===== config.mk =====
export PLATFORM = sky130hd
export DESIGN_NAME = tych_ingr_chk_lane
export DESIGN_NICKNAME = d
export VERILOG_FILES = /design/src/rtl/tych_ingr_chk_pkg.sv /design/src/rtl/tych_ingr_chk_lane.sv
export SDC_FILE = /design/constraint.sdc
export NUM_CORES = 1
export LEC_CHECK = 0
export CAP_MARGIN = 15
export CORE_ASPECT_RATIO = 1.1
export CORE_MARGIN = 2
export CORE_UTILIZATION = 57
export CTS_BUF_LIST = sky130_fd_sc_hd__clkbuf_8
export CTS_CLUSTER_DIAMETER = 150
export CTS_CLUSTER_SIZE = 30
export DETAILED_ROUTE_END_ITERATION = 10
export PLACE_DENSITY = 0.86
export SYNTH_ARGS = -nofsm -noshare
export SYNTH_HDL_FRONTEND = slang
export SYNTH_SLANG_ARGS = --single-unit

===== constraint.sdc =====
create_clock -name clk -period 3.1 [get_ports clk]
set_input_delay 0.31 -clock clk [delete_from_list [all_inputs] [get_ports clk]]
set_output_delay 0.31 -clock clk [all_outputs]
set_load 0.03 [all_outputs]

===== src/rtl/tych_ingr_chk_pkg.sv =====
// Shared core stream structures for the tych datapath.
// Contents:
//   core_avl_t     - one Avalon-ST style beat (valid/sop/eop/error/data/empty/frm_dbg_id)
//   FRM_DBG_ID_W   - width of the per-packet debug identifier
//   MAX_BEATS_DEF  - default maximum packet length used by tych_ingr_chk
//   ingr_state_e   - per-lane packet-checker FSM states
package tych_ingr_chk_pkg;

   localparam int DATA_W        = 32;
   localparam int EMPTY_W       = 2;
   localparam int FRM_DBG_ID_W  = 4;
   localparam int MAX_BEATS_DEF = 256;

   typedef struct packed {
      logic                    valid;
      logic                    sop;
      logic                    eop;
      logic                    error;
      logic [DATA_W-1:0]       data;
      logic [EMPTY_W-1:0]      empty;
      logic [FRM_DBG_ID_W-1:0] frm_dbg_id;
   } core_avl_t;

   typedef enum logic [1:0] {
      ST_IDLE   = 2'd0,
      ST_IN_PKT = 2'd1,
      ST_DROP   = 2'd2
   } ingr_state_e;

endpackage


===== src/rtl/tych_ingr_chk_lane.sv =====
// One lane of the ingress framing checker.
// Checks sop/eop framing and packet length on accepted beats, repairs or
// discards malformed traffic, stamps a per-packet debug id and buffers the
// result in a 2-entry skid buffer.
// Ports:
//   clk, rst        - clock, asynchronous active-low reset
//   i_in            - upstream beat
//   o_inReady       - registered ready to upstream
//   o_out           - checked beat towards the forwarder
//   i_outReady      - ready from the forwarder
//   o_dropCnt       - saturating count of discarded beats
//   o_errCnt        - saturating count of packets terminated with error
module tych_ingr_chk_lane
   import tych_ingr_chk_pkg::*;
#(
   parameter int MAX_BEATS = MAX_BEATS_DEF,
   parameter int STAT_W    = 16
) (
   input  logic              clk,
   input  logic              rst,
   input  core_avl_t         i_in,
   output logic              o_inReady,
   output core_avl_t         o_out,
   input  logic              i_outReady,
   output logic [STAT_W-1:0] o_dropCnt,
   output logic [STAT_W-1:0] o_errCnt
);

   localparam int CNT_W = $clog2(MAX_BEATS);

   ingr_state_e             r_state;
   ingr_state_e             w_nextState;
   logic [CNT_W-1:0]        r_beatCnt;
   logic [CNT_W-1:0]        w_nextBeatCnt;
   logic                    r_inReady;
   core_avl_t               r_buf [2];
   logic                    r_wrPtr;
   logic                    r_rdPtr;
   logic [1:0]              r_count;
   logic [1:0]              w_countNext;
   logic [FRM_DBG_ID_W-1:0] r_idNext;
   logic [FRM_DBG_ID_W-1:0] r_idCur;
   logic [STAT_W-1:0]       r_dropCnt;
   logic [STAT_W-1:0]       r_errCnt;

   logic                    w_accept;
   logic                    w_fwd;
   logic                    w_drop;
   logic                    w_errGen;
   logic                    w_newPkt;
   logic                    w_push;
   logic                    w_pop;
   core_avl_t               w_beat;

   assign w_accept = i_in.valid & r_inReady;

   // Framing decision for the beat being accepted this cycle, plus the
   // (possibly repaired) beat that enters the skid buffer.
   always_comb begin
      w_nextState   = r_state;
      w_nextBeatCnt = r_beatCnt;
      w_fwd         = 1'b0;
      w_drop        = 1'b0;
      w_errGen      = 1'b0;
      w_newPkt      = 1'b0;
      w_beat        = i_in;
      if (w_accept) begin
         case (r_state)
            ST_IDLE: begin
               if (i_in.sop) begin
                  w_fwd    = 1'b1;
                  w_newPkt = 1'b1;
                  if (!i_in.eop) begin
                     w_nextBeatCnt = CNT_W'(1);
                     w_nextState   = ST_IN_PKT;
                  end
               end else begin
                  w_drop = 1'b1;
               end
            end
            ST_IN_PKT: begin
               w_fwd = 1'b1;
               if (i_in.sop) begin
                  // A second sop closes the current packet rather than
                  // starting a new one.
                  w_beat.sop  = 1'b0;
                  w_beat.eop  = 1'b1;
                  w_errGen    = 1'b1;
                  w_nextState = ST_IDLE;
               end else if (i_in.eop) begin
                  w_nextState = ST_IDLE;
               end else if (r_beatCnt == CNT_W'(MAX_BEATS - 1)) begin
                  // Length limit reached: truncate here and discard the tail.
                  w_beat.eop  = 1'b1;
                  w_errGen    = 1'b1;
                  w_nextState = ST_DROP;
               end else begin
                  w_nextBeatCnt = r_beatCnt + CNT_W'(1);
               end
            end
            ST_DROP: begin
               w_drop = 1'b1;
               if (i_in.eop) begin
                  w_nextState = ST_IDLE;
               end
            end
            default: begin
               w_nextState = ST_IDLE;
            end
         endcase
      end
      w_beat.error      = i_in.error | w_errGen;
      w_beat.frm_dbg_id = w_newPkt ? r_idNext : r_idCur;
   end

   assign w_push = w_fwd;
   assign w_pop  = (r_count != 2'd0) & i_outReady;

   // Skid buffer occupancy after this cycle's push/pop.
   always_comb begin
      w_countNext = r_count;
      case ({w_push, w_pop})
         2'b10:   w_countNext = r_count + 2'd1;
         2'b01:   w_countNext = r_count - 2'd1;
         default: w_countNext = r_count;
      endcase
   end

   // FSM state and beat counter.
   always_ff @(posedge clk or negedge rst) begin
      if (!rst) begin
         r_state   <= ST_IDLE;
         r_beatCnt <= '0;
      end else begin
         r_state   <= w_nextState;
         r_beatCnt <= w_nextBeatCnt;
      end
   end

   // Skid buffer storage; ready is registered from the next occupancy so it
   // never depends combinationally on the downstream ready.
   always_ff @(posedge clk or negedge rst) begin
      if (!rst) begin
         r_buf[0]  <= '0;
         r_buf[1]  <= '0;
         r_wrPtr   <= 1'b0;
         r_rdPtr   <= 1'b0;
         r_count   <= 2'd0;
         r_inReady <= 1'b0;
      end else begin
         if (w_push) begin
            r_buf[r_wrPtr] <= w_beat;
            r_wrPtr        <= ~r_wrPtr;
         end
         if (w_pop) begin
            r_rdPtr <= ~r_rdPtr;
         end
         r_count   <= w_countNext;
         r_inReady <= (w_countNext <= 2'd1);
      end
   end

   // Debug id: r_idCur holds the id of the packet in flight, r_idNext the id
   // the next forwarded sop will take.
   always_ff @(posedge clk or negedge rst) begin
      if (!rst) begin
         r_idNext <= '0;
         r_idCur  <= '0;
      end else if (w_newPkt) begin
         r_idCur  <= r_idNext;
         r_idNext <= r_idNext + FRM_DBG_ID_W'(1);
      end
   end

   // Saturating statistics.
   always_ff @(posedge clk or negedge rst) begin
      if (!rst) begin
         r_dropCnt <= '0;
         r_errCnt  <= '0;
      end else begin
         if (w_drop && (r_dropCnt != '1)) begin
            r_dropCnt <= r_dropCnt + STAT_W'(1);
         end
         if (w_errGen && (r_errCnt != '1)) begin
            r_errCnt <= r_errCnt + STAT_W'(1);
         end
      end
   end

   assign o_inReady = r_inReady;
   assign o_out     = (r_count != 2'd0) ? r_buf[r_rdPtr] : '0;
   assign o_dropCnt = r_dropCnt;
   assign o_errCnt  = r_errCnt;

endmodule


After elaboration in Yosys (flattened, before gate mapping). Cells that the tools add are included.

Register bits after elaboration: 139. Word-level logic and storage cells: 102. Output and inout port bits: 75. Input port bits: 45.

Order comparisons: 4. Bitwise operators: 7. Reductions and logical operators: 8. Mux-type cells: 39. $add $sub $neg: 6. Equal/unequal tests: 14.

Operators with widths (count): 42-bit two-way mux (5); 84-bit bitwise mux (1); 42-bit demux with 1-bit select (1); 8-bit two-way mux (5); 16-bit by 1-bit adder with 16-bit output (second input constant) (2); 16-bit inequality test (second input constant) (2); 2-bit two-way mux (8); 8-bit case mux with 2 select lines (1); 1-bit two-way mux (13); 2-bit inequality test (second input constant) (6); 8-bit by 1-bit adder with 8-bit output (second input constant) (1); 8-bit equality test (second input constant) (1); 7-bit AND reduction (1); 2-bit case mux with 3 select lines (1); 5-bit AND reduction (1); 4-bit by 1-bit adder with 4-bit output (second input constant) (1); 2-bit by 1-bit equality test with 1-bit output (second input constant) (2); 2-bit equality test (second input constant) (2); 2-bit greater-or-equal comparator (second input constant) (2); 4-bit two-way mux (1); 4-bit inequality test (second input constant) (1); 1-bit inverter with 2-bit output (2); 1-bit case mux with 2 select lines (2); 2-bit case mux with 2 select lines (1); 10 further kinds (15).

Depth between registers and ports, before layout.
Word-level depth: 8. Depth in mapped cells: 8. Gate-level depth less buffers: 8.

Least setup slack after synthesis. No wires, ideal clock.

Kind: register to register. Start point: register r_inReady, in the netlist o_inReady. End point: register r_beatCnt[5]. Data required time: 3022 ps. Path slack: 1107 ps. Clock period less this slack: 1993 ps. Path buffers: 1. Cell stages (with the launch flop): 7. Arrival time: 1915 ps. Library setup time: 78 ps. Path through: dfrtp_1 nand2_2 or3_1 clkbuf_2 a21o_1 or4_1 a21oi_1.

Cells in the longest elaborated chain, start to end: 2.

Ends and longest elaborated chain: start, declared (RTL line tych_ingr_chk_lane.sv:35) `logic r_inReady;`; start signal, assigned (RTL line tych_ingr_chk_lane.sv:159) `r_inReady <= (w_countNext <= 2'd1);`; 1-bit bitwise AND (RTL line tych_ingr_chk_lane.sv:55) `assign w_accept = i_in.valid & r_inReady;`; 7-bit AND reduction (no source line); end signal, assigned (RTL line tych_ingr_chk_lane.sv:136) `r_beatCnt <= w_nextBeatCnt;`; end, declared (RTL line tych_ingr_chk_lane.sv:33) `logic [CNT_W-1:0] r_beatCnt;`.

No other way between the ends. A chain may end at the register's enable or synchronous reset.

==> results.cfg <==
[clocking]
cts_root_buffer = clkbuf_8
clock_latency_ps = 440
htree_levels = 4
clock_sinks = 139
cts_tree = built
postCtsSetupBuffers = 0
clk_pin_slew_ps = 70
clk_path_buf_depth = 2
cts_made_buffers = 17

[worst_setup_path]
critPathBufInv = 2
critPathTopFamily = buffers and inverters
crit_path_top_delay_cell = clkdlybuf4s50_1
end_kind = output pin
crit_chain = nor2_4, buf_4, nor2_1, clkdlybuf4s50_1
startpoint_type = flip-flop
worst_path_largest_cell_delay_ps = 610
critPathArrivalTime_ps = 2290
crit_required_ps = 2790
worst-setup-path-type = reg2out
crit_fanout = 33
reg2reg_slack_ps = 760

[synth]
postSynthNetCount = 590
yosysTopAreaCellShare = 0.551
yosysUniqueCellTypes = 40
ys_seq_elements = 139
synth_area_per_cell_um2 = 11.7
synth.top_cells.by_area = dfrtp_1 55%, mux2_2 13%, mux2i_1 7.5%
yosysWarnings = 0
syn_inst = 540
synth_area_um2 = 6310
yosysTopAreaCell = dfrtp_1
yosysSeqAreaShare = 0.551

[sta]
rsz0062_at_grt = no
hold_viol_final = 0
maxSlewHeadroom = 0.522
tightest_slew_ps = 718
whs_ps = 477
clock.fmax_ghz = 0.385
setup_viol_count_final = 0
final.setup.tns_ps = 0
timing.final.crit_share = 0.837
fin_worst_skew_ps = 9.51
fin_crit_ps = 2600
slew_viol_final = 0

[power_and_ir_drop]
peakVddDrop_mv = 0.549
p_per_area_nw_per_um2 = 1060
leakagePower_nw = 3.58

[floorplanning]
num_rows = 40
start_util = 0.581
die_h_um = 114
die_area_um2 = 11900
coreArea_um2 = 10900
io_pins = 120
die_width_um = 104

[layout]
antenna_cells = 0
utilization = 0.748
nNetsFinal = 712
final-seq-area_um2 = 3480
final_cell_mix = 138 x dfrtp_1, 114 x clkdlybuf4s50_1, 73 x mux2_2, 72 x nor2_1, 47 x mux2i_1
multiInputGateArea_um2 = 2690
final_common_cell = dfrtp_1
area_delta_synth_final_pct = 28.7
stdcell_area_um2 = 8130
fill_cells = 718
drive_gt1_frac = 0.178

[drt]
wl_per_cell_um = 15.8
drt-initial-drc-count = 221
drt_pre_antenna_iters = 4
antenna_left = 0
drc = 0
via_count = 4520
routed_wl_mm = 12.9
routed_via_density = 5.50

[placed_design]
io_buffers = 115
dp_hpwl_mm = 8.61
place_area_um2 = 7660
gp_congestion = 0.858

[hold_path]
hold_path_class = in2async

[global_route]
grt_pass1_vias = 4652
grt_usage = 0.231
antenna_found_initial = 0
grt-ovfl-total = 0
grt_max_degree = 80
grt_pass1_wl_mm = 22.1

[outcome]
outcome = complete, no violations

[job]
drv_cap = 0
## routing by layer
metal  global-route usage  wire [um]
met4               0.0793        148
met3               0.0558        697
met5                    0          0
met2                0.390       6430
met1                0.293       5670
## power breakdown
group / switching [mW] / total [mW] / internal (mW)
combinational: 2.16 / 4.01 / 1.85
sequential: 0.456 / 2.97 / 2.51
clock: 0.644 / 1.65 / 1.01
## path summary, 6_finish.rpt
path / from / endpoint / cells past startpoint
hold / removal: rst / r_buf[61] / 2
setup reg to reg: r_beatCnt[0] / o_errCnt[1] / 5
min in group clk: r_buf[41] / r_buf[41] / 1
hold reg to reg: r_buf[41] / r_buf[41] / 1
max in group asynchronous: rst / r_buf[4] / 3
setup / recovery: r_count[0] / o_out[12] / 4
## worst register-to-register path, stage by stage (launching register included)
cell and delay, ps:
dfrtp_1 410, ha_1 190, nand4_1 160, o31ai_1 590, o311a_1 510, mux2_2 380
## cell families after synthesis
| family | count (synthesis) | share of synthesized area |
|---|---|---|
| muxes | 120 | 0.205 |
| and+or+nand+nor | 162 | 0.118 |
| AOI/OAI and AO/OA | 38 | 0.0392 |
| DFF | 139 | 0.551 |
| xor gates and xnor gates | 38 | 0.0527 |
| buffers and inverters | 38 | 0.0248 |
| adders and majority gates | 5 | 0.00991 |
## sequential cells by signal (all words and copies together) (netlist names), 2 cells and up
name / count
o_dropCnt: 16
r_buf: 84
r_idCur: 4
r_beatCnt: 8
o_errCnt: 16
r_count: 2
r_idNext: 4
r_state: 2
## synth_stat cells
cell / count
nor2_1: 73
nor3_1: 9
a21oi_1: 10
buf_2: 4
or2_2: 3
a211oi_1: 2
nor2b_1: 5
a21o_1: 1
a2bb2oi_1: 1
mux2i_1: 47
or3_1: 1
nand2_2: 1
o31a_1: 1
nor4_1: 1
nand2b_1: 3
a22o_2: 1
o21a_1: 2
nand3_1: 16
nand4_1: 12
o2111ai_1: 1
ha_1: 5
xnor2_1: 23
o211ai_1: 2
nor3_2: 1
and2_1: 1
a2111oi_0: 3
inv_1: 16
or4_1: 1
dfrtp_1: 139
buf_6: 1
mux2_2: 73
and3_1: 4
nand2_1: 28
o311a_1: 1
clkbuf_1: 16
o21ai_0: 10
o31ai_1: 3
clkbuf_2: 1
and4_1: 3
xor2_1: 15
## through the flow
stage / worst slack (ps) / power (mW) / cells
2_1_floorplan: 1110 / 5.51 / 540
3_3_place_gp: 741 / 6.87 / 789
3_5_place_dp: 654 / 7.03 / 789
4_1_cts: 466 / 8.69 / 822
5_1_grt: 375 / 9.13 / 822
6_report: 504 / 8.62 / 822
## repair_timing
item	4_1_cts	5_1_grt
gates resized for setup	0	0
hold buffers	1	0
hold endpoints to repair	76	0
## final cells by class
type | instances | area share
clock buffers | 20 | 0.0339
multi-input cells | 363 | 0.331
well taps | 147 | 0.0226
inverters | 16 | 0.00739
flip-flops and latches | 139 | 0.428
clock inverters | 12 | 0.0220
repair buffers | 125 | 0.154
(Power assumes the default switching activity.)
